===== src/rtl/pipeline_hazard_ctrl_if.sv =====
// Hazard-control bundle between the 5-stage pipeline and pipeline_hazard_ctrl.
// The pipeline side (master) reports the ID/EX instruction fields it sees.
// The controller side (slave) returns stall/flush/bubble controls and the mul/div sequencing.
interface pipeline_hazard_ctrl_if #(
  parameter int CNT_W = 16
);
  // instruction information from ID and EX
  logic [4:0]       id_rs;
  logic [4:0]       id_rt;
  logic             id_use_rs;
  logic             id_use_rt;
  logic             id_md_op;
  logic             ex_mem_read;
  logic [4:0]       ex_rd;
  logic             ex_redirect;

  // pipeline controls back to the datapath
  logic             pc_en;
  logic             ifid_stall;
  logic             ifid_flush;
  logic             idex_flush;
  logic             md_start;
  logic             md_abort;
  logic             md_busy;
  logic [CNT_W-1:0] stall_count;

  modport master (
    output id_rs, id_rt, id_use_rs, id_use_rt, id_md_op,
    output ex_mem_read, ex_rd, ex_redirect,
    input  pc_en, ifid_stall, ifid_flush, idex_flush,
    input  md_start, md_abort, md_busy, stall_count
  );

  modport slave (
    input  id_rs, id_rt, id_use_rs, id_use_rt, id_md_op,
    input  ex_mem_read, ex_rd, ex_redirect,
    output pc_en, ifid_stall, ifid_flush, idex_flush,
    output md_start, md_abort, md_busy, stall_count
  );
endinterface


===== src/rtl/pipeline_hazard_ctrl.sv =====
// Central stall/flush sequencer for the 5-stage pipeline.
// Detects load-use hazards, applies EX-stage redirects, sequences the fixed-latency
// mul/div unit (RUN -> MD_WAIT -> MD_DONE) and keeps a saturating stall-cycle count.
// Control outputs are combinational from state and inputs; the pipeline registers
// sample them on the falling edge, half a cycle after the state update.
module pipeline_hazard_ctrl #(
  parameter int MD_CYCLES = 8,
  parameter int CNT_W     = 16
) (
  input logic                   clk,
  input logic                   rst,
  pipeline_hazard_ctrl_if.slave bus
);

  // Wait-counter load value: MD_CYCLES-1 wait cycles follow the start cycle,
  // so the single MD_DONE cycle lands exactly MD_CYCLES cycles after MD_Start.
  localparam logic [7:0] MD_LOAD = 8'(MD_CYCLES - 1);

  typedef enum logic [1:0] {
    RUN     = 2'b00,
    MD_WAIT = 2'b01,
    MD_DONE = 2'b10
  } state_t;

  state_t           state;
  logic [7:0]       cnt;
  logic [CNT_W-1:0] stall_count;

  logic lu;
  logic rs_hit;
  logic rt_hit;

  logic pc_en;
  logic ifid_stall;
  logic ifid_flush;
  logic idex_flush;
  logic md_start;
  logic md_abort;
  logic md_busy;

  // Saturating increment: holds at all-ones instead of wrapping.
  function automatic logic [CNT_W-1:0] sat_inc(input logic [CNT_W-1:0] v);
    if (v == {CNT_W{1'b1}}) begin
      return v;
    end
    return v + 1'b1;
  endfunction

  // Load-use hazard: EX load writes a non-zero register that ID reads.
  assign rs_hit = bus.id_use_rs && (bus.id_rs == bus.ex_rd);
  assign rt_hit = bus.id_use_rt && (bus.id_rt == bus.ex_rd);
  assign lu     = bus.ex_mem_read && (bus.ex_rd != 5'd0) && (rs_hit || rt_hit);

  // Combinational control decode from current state and inputs.
  always_comb begin
    pc_en      = 1'b1;
    ifid_stall = 1'b0;
    ifid_flush = 1'b0;
    idex_flush = 1'b0;
    md_start   = 1'b0;
    md_abort   = 1'b0;
    md_busy    = 1'b0;
    if (rst) begin
      // Hold the front end empty while in reset.
      pc_en      = 1'b0;
      ifid_flush = 1'b1;
      idex_flush = 1'b1;
    end else begin
      case (state)
        RUN: begin
          if (bus.ex_redirect) begin
            // Redirect wins: squash the wrong-path instructions in IF/ID and ID.
            ifid_flush = 1'b1;
            idex_flush = 1'b1;
          end else if (lu) begin
            // One bubble lets the load reach MEM so the value can be forwarded.
            pc_en      = 1'b0;
            ifid_stall = 1'b1;
            idex_flush = 1'b1;
          end else if (bus.id_md_op) begin
            // Launch mul/div; hold the instruction in ID until its result is ready.
            md_start   = 1'b1;
            pc_en      = 1'b0;
            ifid_stall = 1'b1;
            idex_flush = 1'b1;
          end
        end
        MD_WAIT: begin
          md_busy = 1'b1;
          if (bus.ex_redirect) begin
            // Should not happen while the front end is frozen; cancel and recover.
            md_abort   = 1'b1;
            ifid_flush = 1'b1;
            idex_flush = 1'b1;
          end else begin
            pc_en      = 1'b0;
            ifid_stall = 1'b1;
            idex_flush = 1'b1;
          end
        end
        MD_DONE: begin
          // Everything at default: the mul/div instruction advances with its result.
        end
        default: begin
          // Unused encoding: behave as default outputs, FSM returns to RUN.
        end
      endcase
    end
  end

  // State, wait counter and stall statistics update.
  always_ff @(posedge clk) begin
    if (rst) begin
      state       <= RUN;
      cnt         <= 8'd0;
      stall_count <= '0;
    end else begin
      if (!pc_en) begin
        stall_count <= sat_inc(stall_count);
      end
      case (state)
        RUN: begin
          if (!bus.ex_redirect && !lu && bus.id_md_op) begin
            cnt   <= MD_LOAD;
            state <= MD_WAIT;
          end
        end
        MD_WAIT: begin
          cnt <= cnt - 8'd1;
          if (bus.ex_redirect) begin
            state <= RUN;
          end else if (cnt == 8'd1) begin
            state <= MD_DONE;
          end
        end
        MD_DONE: begin
          state <= RUN;
        end
        default: begin
          state <= RUN;
        end
      endcase
    end
  end

  assign bus.pc_en       = pc_en;
  assign bus.ifid_stall  = ifid_stall;
  assign bus.ifid_flush  = ifid_flush;
  assign bus.idex_flush  = idex_flush;
  assign bus.md_start    = md_start;
  assign bus.md_abort    = md_abort;
  assign bus.md_busy     = md_busy;
  assign bus.stall_count = stall_count;

endmodule

===== src/flat_wrapper.sv =====
// flat-port wrapper written by rule: the top's interface ports become plain ports
module pipeline_hazard_ctrl_flat 
#(
  parameter int MD_CYCLES = 8,
  parameter int CNT_W     = 16
)
  (clk, rst, bus_id_rs, bus_id_rt, bus_id_use_rs, bus_id_use_rt, bus_id_md_op, bus_ex_mem_read, bus_ex_rd, bus_ex_redirect, bus_pc_en, bus_ifid_stall, bus_ifid_flush, bus_idex_flush, bus_md_start, bus_md_abort, bus_md_busy, bus_stall_count);
  pipeline_hazard_ctrl_if #(.CNT_W(CNT_W)) bus_i ();
  input logic clk;
  input logic rst;
  input wire logic [$bits(bus_i.id_rs)-1:0] bus_id_rs;
  input wire logic [$bits(bus_i.id_rt)-1:0] bus_id_rt;
  input wire logic [$bits(bus_i.id_use_rs)-1:0] bus_id_use_rs;
  input wire logic [$bits(bus_i.id_use_rt)-1:0] bus_id_use_rt;
  input wire logic [$bits(bus_i.id_md_op)-1:0] bus_id_md_op;
  input wire logic [$bits(bus_i.ex_mem_read)-1:0] bus_ex_mem_read;
  input wire logic [$bits(bus_i.ex_rd)-1:0] bus_ex_rd;
  input wire logic [$bits(bus_i.ex_redirect)-1:0] bus_ex_redirect;
  output wire logic [$bits(bus_i.pc_en)-1:0] bus_pc_en;
  output wire logic [$bits(bus_i.ifid_stall)-1:0] bus_ifid_stall;
  output wire logic [$bits(bus_i.ifid_flush)-1:0] bus_ifid_flush;
  output wire logic [$bits(bus_i.idex_flush)-1:0] bus_idex_flush;
  output wire logic [$bits(bus_i.md_start)-1:0] bus_md_start;
  output wire logic [$bits(bus_i.md_abort)-1:0] bus_md_abort;
  output wire logic [$bits(bus_i.md_busy)-1:0] bus_md_busy;
  output wire logic [$bits(bus_i.stall_count)-1:0] bus_stall_count;
  assign bus_i.id_rs = bus_id_rs;
  assign bus_i.id_rt = bus_id_rt;
  assign bus_i.id_use_rs = bus_id_use_rs;
  assign bus_i.id_use_rt = bus_id_use_rt;
  assign bus_i.id_md_op = bus_id_md_op;
  assign bus_i.ex_mem_read = bus_ex_mem_read;
  assign bus_i.ex_rd = bus_ex_rd;
  assign bus_i.ex_redirect = bus_ex_redirect;
  assign bus_pc_en = bus_i.pc_en;
  assign bus_ifid_stall = bus_i.ifid_stall;
  assign bus_ifid_flush = bus_i.ifid_flush;
  assign bus_idex_flush = bus_i.idex_flush;
  assign bus_md_start = bus_i.md_start;
  assign bus_md_abort = bus_i.md_abort;
  assign bus_md_busy = bus_i.md_busy;
  assign bus_stall_count = bus_i.stall_count;
  pipeline_hazard_ctrl #(.MD_CYCLES(MD_CYCLES), .CNT_W(CNT_W)) u_core (.clk(clk), .rst(rst), .bus(bus_i));
endmodule

===== config.mk =====
export PLATFORM = sky130hd
export DESIGN_NAME = pipeline_hazard_ctrl_flat
export DESIGN_NICKNAME = d
export VERILOG_FILES = /design/src/rtl/pipeline_hazard_ctrl_if.sv /design/src/rtl/pipeline_hazard_ctrl.sv /design/src/flat_wrapper.sv
export SDC_FILE = /design/constraint.sdc
export NUM_CORES = 1
export LEC_CHECK = 0
export BUFFER_PORTS_ARGS = -buffer_cell sky130_fd_sc_hd__buf_2
export CORE_ASPECT_RATIO = 2
export CORE_MARGIN = 3
export CORE_UTILIZATION = 53
export CTS_BUF_LIST = sky130_fd_sc_hd__clkbuf_4 sky130_fd_sc_hd__clkbuf_8
export CTS_CLUSTER_SIZE = 24
export DETAILED_ROUTE_END_ITERATION = 6
export GPL_TIMING_DRIVEN = 0
export PLACE_DENSITY = 0.82
export REMOVE_ABC_BUFFERS = 1
export SLEW_MARGIN = 20
export SYNTH_ARGS = -nofsm -noshare
export SYNTH_HDL_FRONTEND = slang
export SYNTH_SLANG_ARGS = --single-unit

===== constraint.sdc =====
create_clock -name clk -period 2.4 [get_ports clk]
set_input_delay 0.12 -clock clk [delete_from_list [all_inputs] [get_ports clk]]
set_output_delay 0.12 -clock clk [all_outputs]
set_load 0.005 [all_outputs]

==> results.sh <==
export IMPL_ctsHoldBuffers=0
export IMPL_pin_count=45
export IMPL_synth_cells=182
export IMPL_dpl_hpwl_um=2800
export IMPL_run_status="completed"
export IMPL_whs_path_depth=2
export IMPL_placement_io_buffers=44
export IMPL_maximum_number_of_pins_on_one_net_before_global_route_repair=31
export IMPL_synth_async_reset_ratio_pct=0
export IMPL_final_max_slew_viol_count=0
export IMPL_synth_edf_count=0
export IMPL_max_slew_worst_pin_slew_ps=978
export IMPL_avgViaCountPerCell=6.00
export IMPL_ys_warnings_count=0
export IMPL_rsz0062_at_grt="false"
export IMPL_commonest_non_fill_non_tap_cell_in_the_layout="buf_2"
export IMPL_detailedRoute_firstIterationViolations=46
export IMPL_cts_setup_buffers=0
export IMPL_synth_ff_type="dfxtp_1"
export IMPL_critical_path_peak_fanout=29
export IMPL_utilization_of_the_core_after_routing_pct=67.9
export IMPL_worst_endpoint_arrival_ps=2130
export IMPL_timing_reg2reg_setup_slack_ps=290
export IMPL_post_route_cells_drive_above_1_share_pct=24.3
export IMPL_antennaDiodeCount=0
export IMPL_hold_viol=0
export IMPL_hold_path_endpoint="u_core.state[1]"
export IMPL_hold_sp="bus_ex_redirect"
export IMPL_crit_reg2reg_capture="u_core.bus.stall_count[7]"
export IMPL_power_density_mw_per_mm2=541
export IMPL_cts_resized=0
export IMPL_clock_sink_count=26
export IMPL_synthesis_area_sq_mm=0.00151
export IMPL_finalClockSkew_ps=4.08
export IMPL_vdd_ir_drop_worst_mv=0.427
export IMPL_layout_stage_area_growth_over_the_synthesis_result_pct=18.6
export IMPL_critPathKind="in2out"
export IMPL_via_count_of_the_first_global_routing_pass=1471
export IMPL_setup_tns_final_ps=0
export IMPL_wirelength_um=3700
export IMPL_crit_path_end_kind="output port"
export IMPL_setup_violations_final=0
export IMPL_rr_startpoint="u_core.state[1]"
export IMPL_nNetsFinal=248
export IMPL_row_count=26
export IMPL_cts_root_buf="clkbuf_8"
export IMPL_synth_register_bits=26
export IMPL_grt_total_usage_pct=21.6
export IMPL_route_detailed_wl_per_inst_um=14.8
export IMPL_global_route_overflow_total=0
export IMPL_finalCritPeriodShare_pct=93.6
export IMPL_final_cell_mix="buf_2, dfxtp_1, nor2_1, xnor2_1, a21oi_1"
export IMPL_route_detailed_drc=0
export IMPL_timing_reg2reg_worst_path_depth=4
export IMPL_fmax_ghz=0.445
export IMPL_seq_area_frac_synth_pct=34.5
export IMPL_clkLatencyLatePin_ps=270
export IMPL_cap_viol_max_count=0
export IMPL_cts_inserted_buffers=3
export IMPL_relSlewSlack_pct=34.6
export IMPL_dieHeight_um=81.5
export IMPL_die_width_um=43.7
export IMPL_cts_tree="yes"
export IMPL_drt_antenna_violating_nets=0
export IMPL_initial_core_utilization_pct=57.3
export IMPL_via_count=1501
export IMPL_critical_path_startpoint_type="input port"
export IMPL_leakage_power_total_nw=0.702
export IMPL_core_area_sq_mm=0.00264
export IMPL_syn_area_per_cell_sq_um=8.29
export IMPL_global_route_wire_length_before_repair_um=6120
export IMPL_drt_first_pass_iters=4
export IMPL_grt_antenna_before_repair=0
export IMPL_dieArea_sq_mm=0.00356
export IMPL_htree_levels=1
export IMPL_min_period_ps=2250
export IMPL_worst_ep_required_time_ps=2280
export IMPL_final_fill_count=233
export IMPL_ys_types=38
export IMPL_cts_buffer_depth=2
export IMPL_clkSlewWorstSetupHoldPaths_ps=90
export IMPL_holdCritPathClass="in2reg"
export IMPL_gp_congestion=0.783
[sequential cells by signal (all words and copies together), names as in the netlist]
signal,count
u_core.cnt,8
u_core.state,2
u_core.bus.stall_count,16
[report_power, final]
group	leakage (nW)	internal, mW	switching [mW]	total [mW]
sequential	0.211	0.444	0.0139	0.458
clock	0.0357	0.223	0.147	0.370
combinational	0.456	0.0612	0.0785	0.140
total	0.702	0.728	0.239	0.967
[layer usage]
| metal | track usage (%) | wire, um | up-vias |
|---|---|---|---|
| met2 | 40.6 | 2100 | 43 |
| met5 | 0 | 0 | - |
| met1 | 23.1 | 1390 | 699 |
| met4 | 8.76 | 63 | 0 |
| li1 | - | - | 751 |
| met3 | 3.07 | 152 | 8 |
[how the worst max path moves through the flow]
stage	start	endpoint	slack (ps)	cells after the start
2_1_floorplan	bus_ex_rd[1]	u_core.bus.stall_count[11]	30	5
3_3_place_gp	bus_ex_rd[1]	u_core.bus.stall_count[11]	-410	6
3_5_place_dp	bus_ex_rd[1]	u_core.bus.stall_count[9]	-110	6
4_1_cts	bus_ex_rd[1]	bus_ifid_stall	170	6
5_1_grt	bus_ex_rd[1]	u_core.bus.stall_count[9]	20	6
6_report	bus_ex_rd[1]	bus_ifid_stall	150	6
[layout make-up]
cell class	instances	area [sq um]	share of cell area, %
well taps	28	35.0	1.96
multi-input cells	143	923	51.6
clock inverters	1	30.0	1.68
flip-flops and latches	26	520	29.1
repair buffers	44	220	12.3
clock buffers	3	41.3	2.31
inverters	5	18.8	1.05
[cell families (layout without fill, tap and decap cells)]
kind of cell	count (synthesis)	in the layout	share of synthesized area (%)
DFF	26	26	34.5
buffers and inverters	13	53	4.81
muxes	3	3	2.49
and+or+nand+nor	83	83	30.1
adders and majority gates	3	3	2.49
AOI/OAI and AO/OA	38	38	16.3
xor gates and xnor gates	16	16	9.29
[critical path, stage by stage]
cell and delay [ps]:
buf_2 120, or4_1 520, o21a_1 240, a211oi_4 850
nor3_1 100, buf_2 170
[cells in the mapped netlist (3+ instances only)]
cell type / number / area share [%]
dfxtp_1: 26 / 34
nor2_1: 17 / 4.2
nor3_1: 7 / 2.3
inv_1: 5 / 1.2
nand4_1: 6 / 2.5
nand2_1: 13 / 3.2
xnor2_1: 16 / 9.3
ha_1: 3 / 2.5
or4b_1: 3 / 2.0
or4_1: 8 / 4.0
nor2b_1: 4 / 1.7
nand3_1: 11 / 3.6
o31ai_1: 6 / 3.0
o21ai_1: 3 / 0.99
nor4_1: 4 / 1.7
a21oi_1: 15 / 5.0
clkbuf_1: 4 / 0.99
buf_6: 3 / 2.2
[metrics by stage]
stage | hold slack (ps) | setup slack, ps | power, mW | area, sq um | std cells
after floorplan | 189 | 25.5 | 0.547 | 1460 | 174
after global placement | 340 | -413 | 0.596 | 1710 | 246
after detailed placement | 351 | -109 | 0.607 | 1720 | 246
after CTS | 62.7 | 172 | 0.968 | 1790 | 250
after global routing | 65.9 | 22.6 | 1.00 | 1790 | 250
final | 62.4 | 154 | 0.967 | 1790 | 250
(Power assumes the default switching activity.)
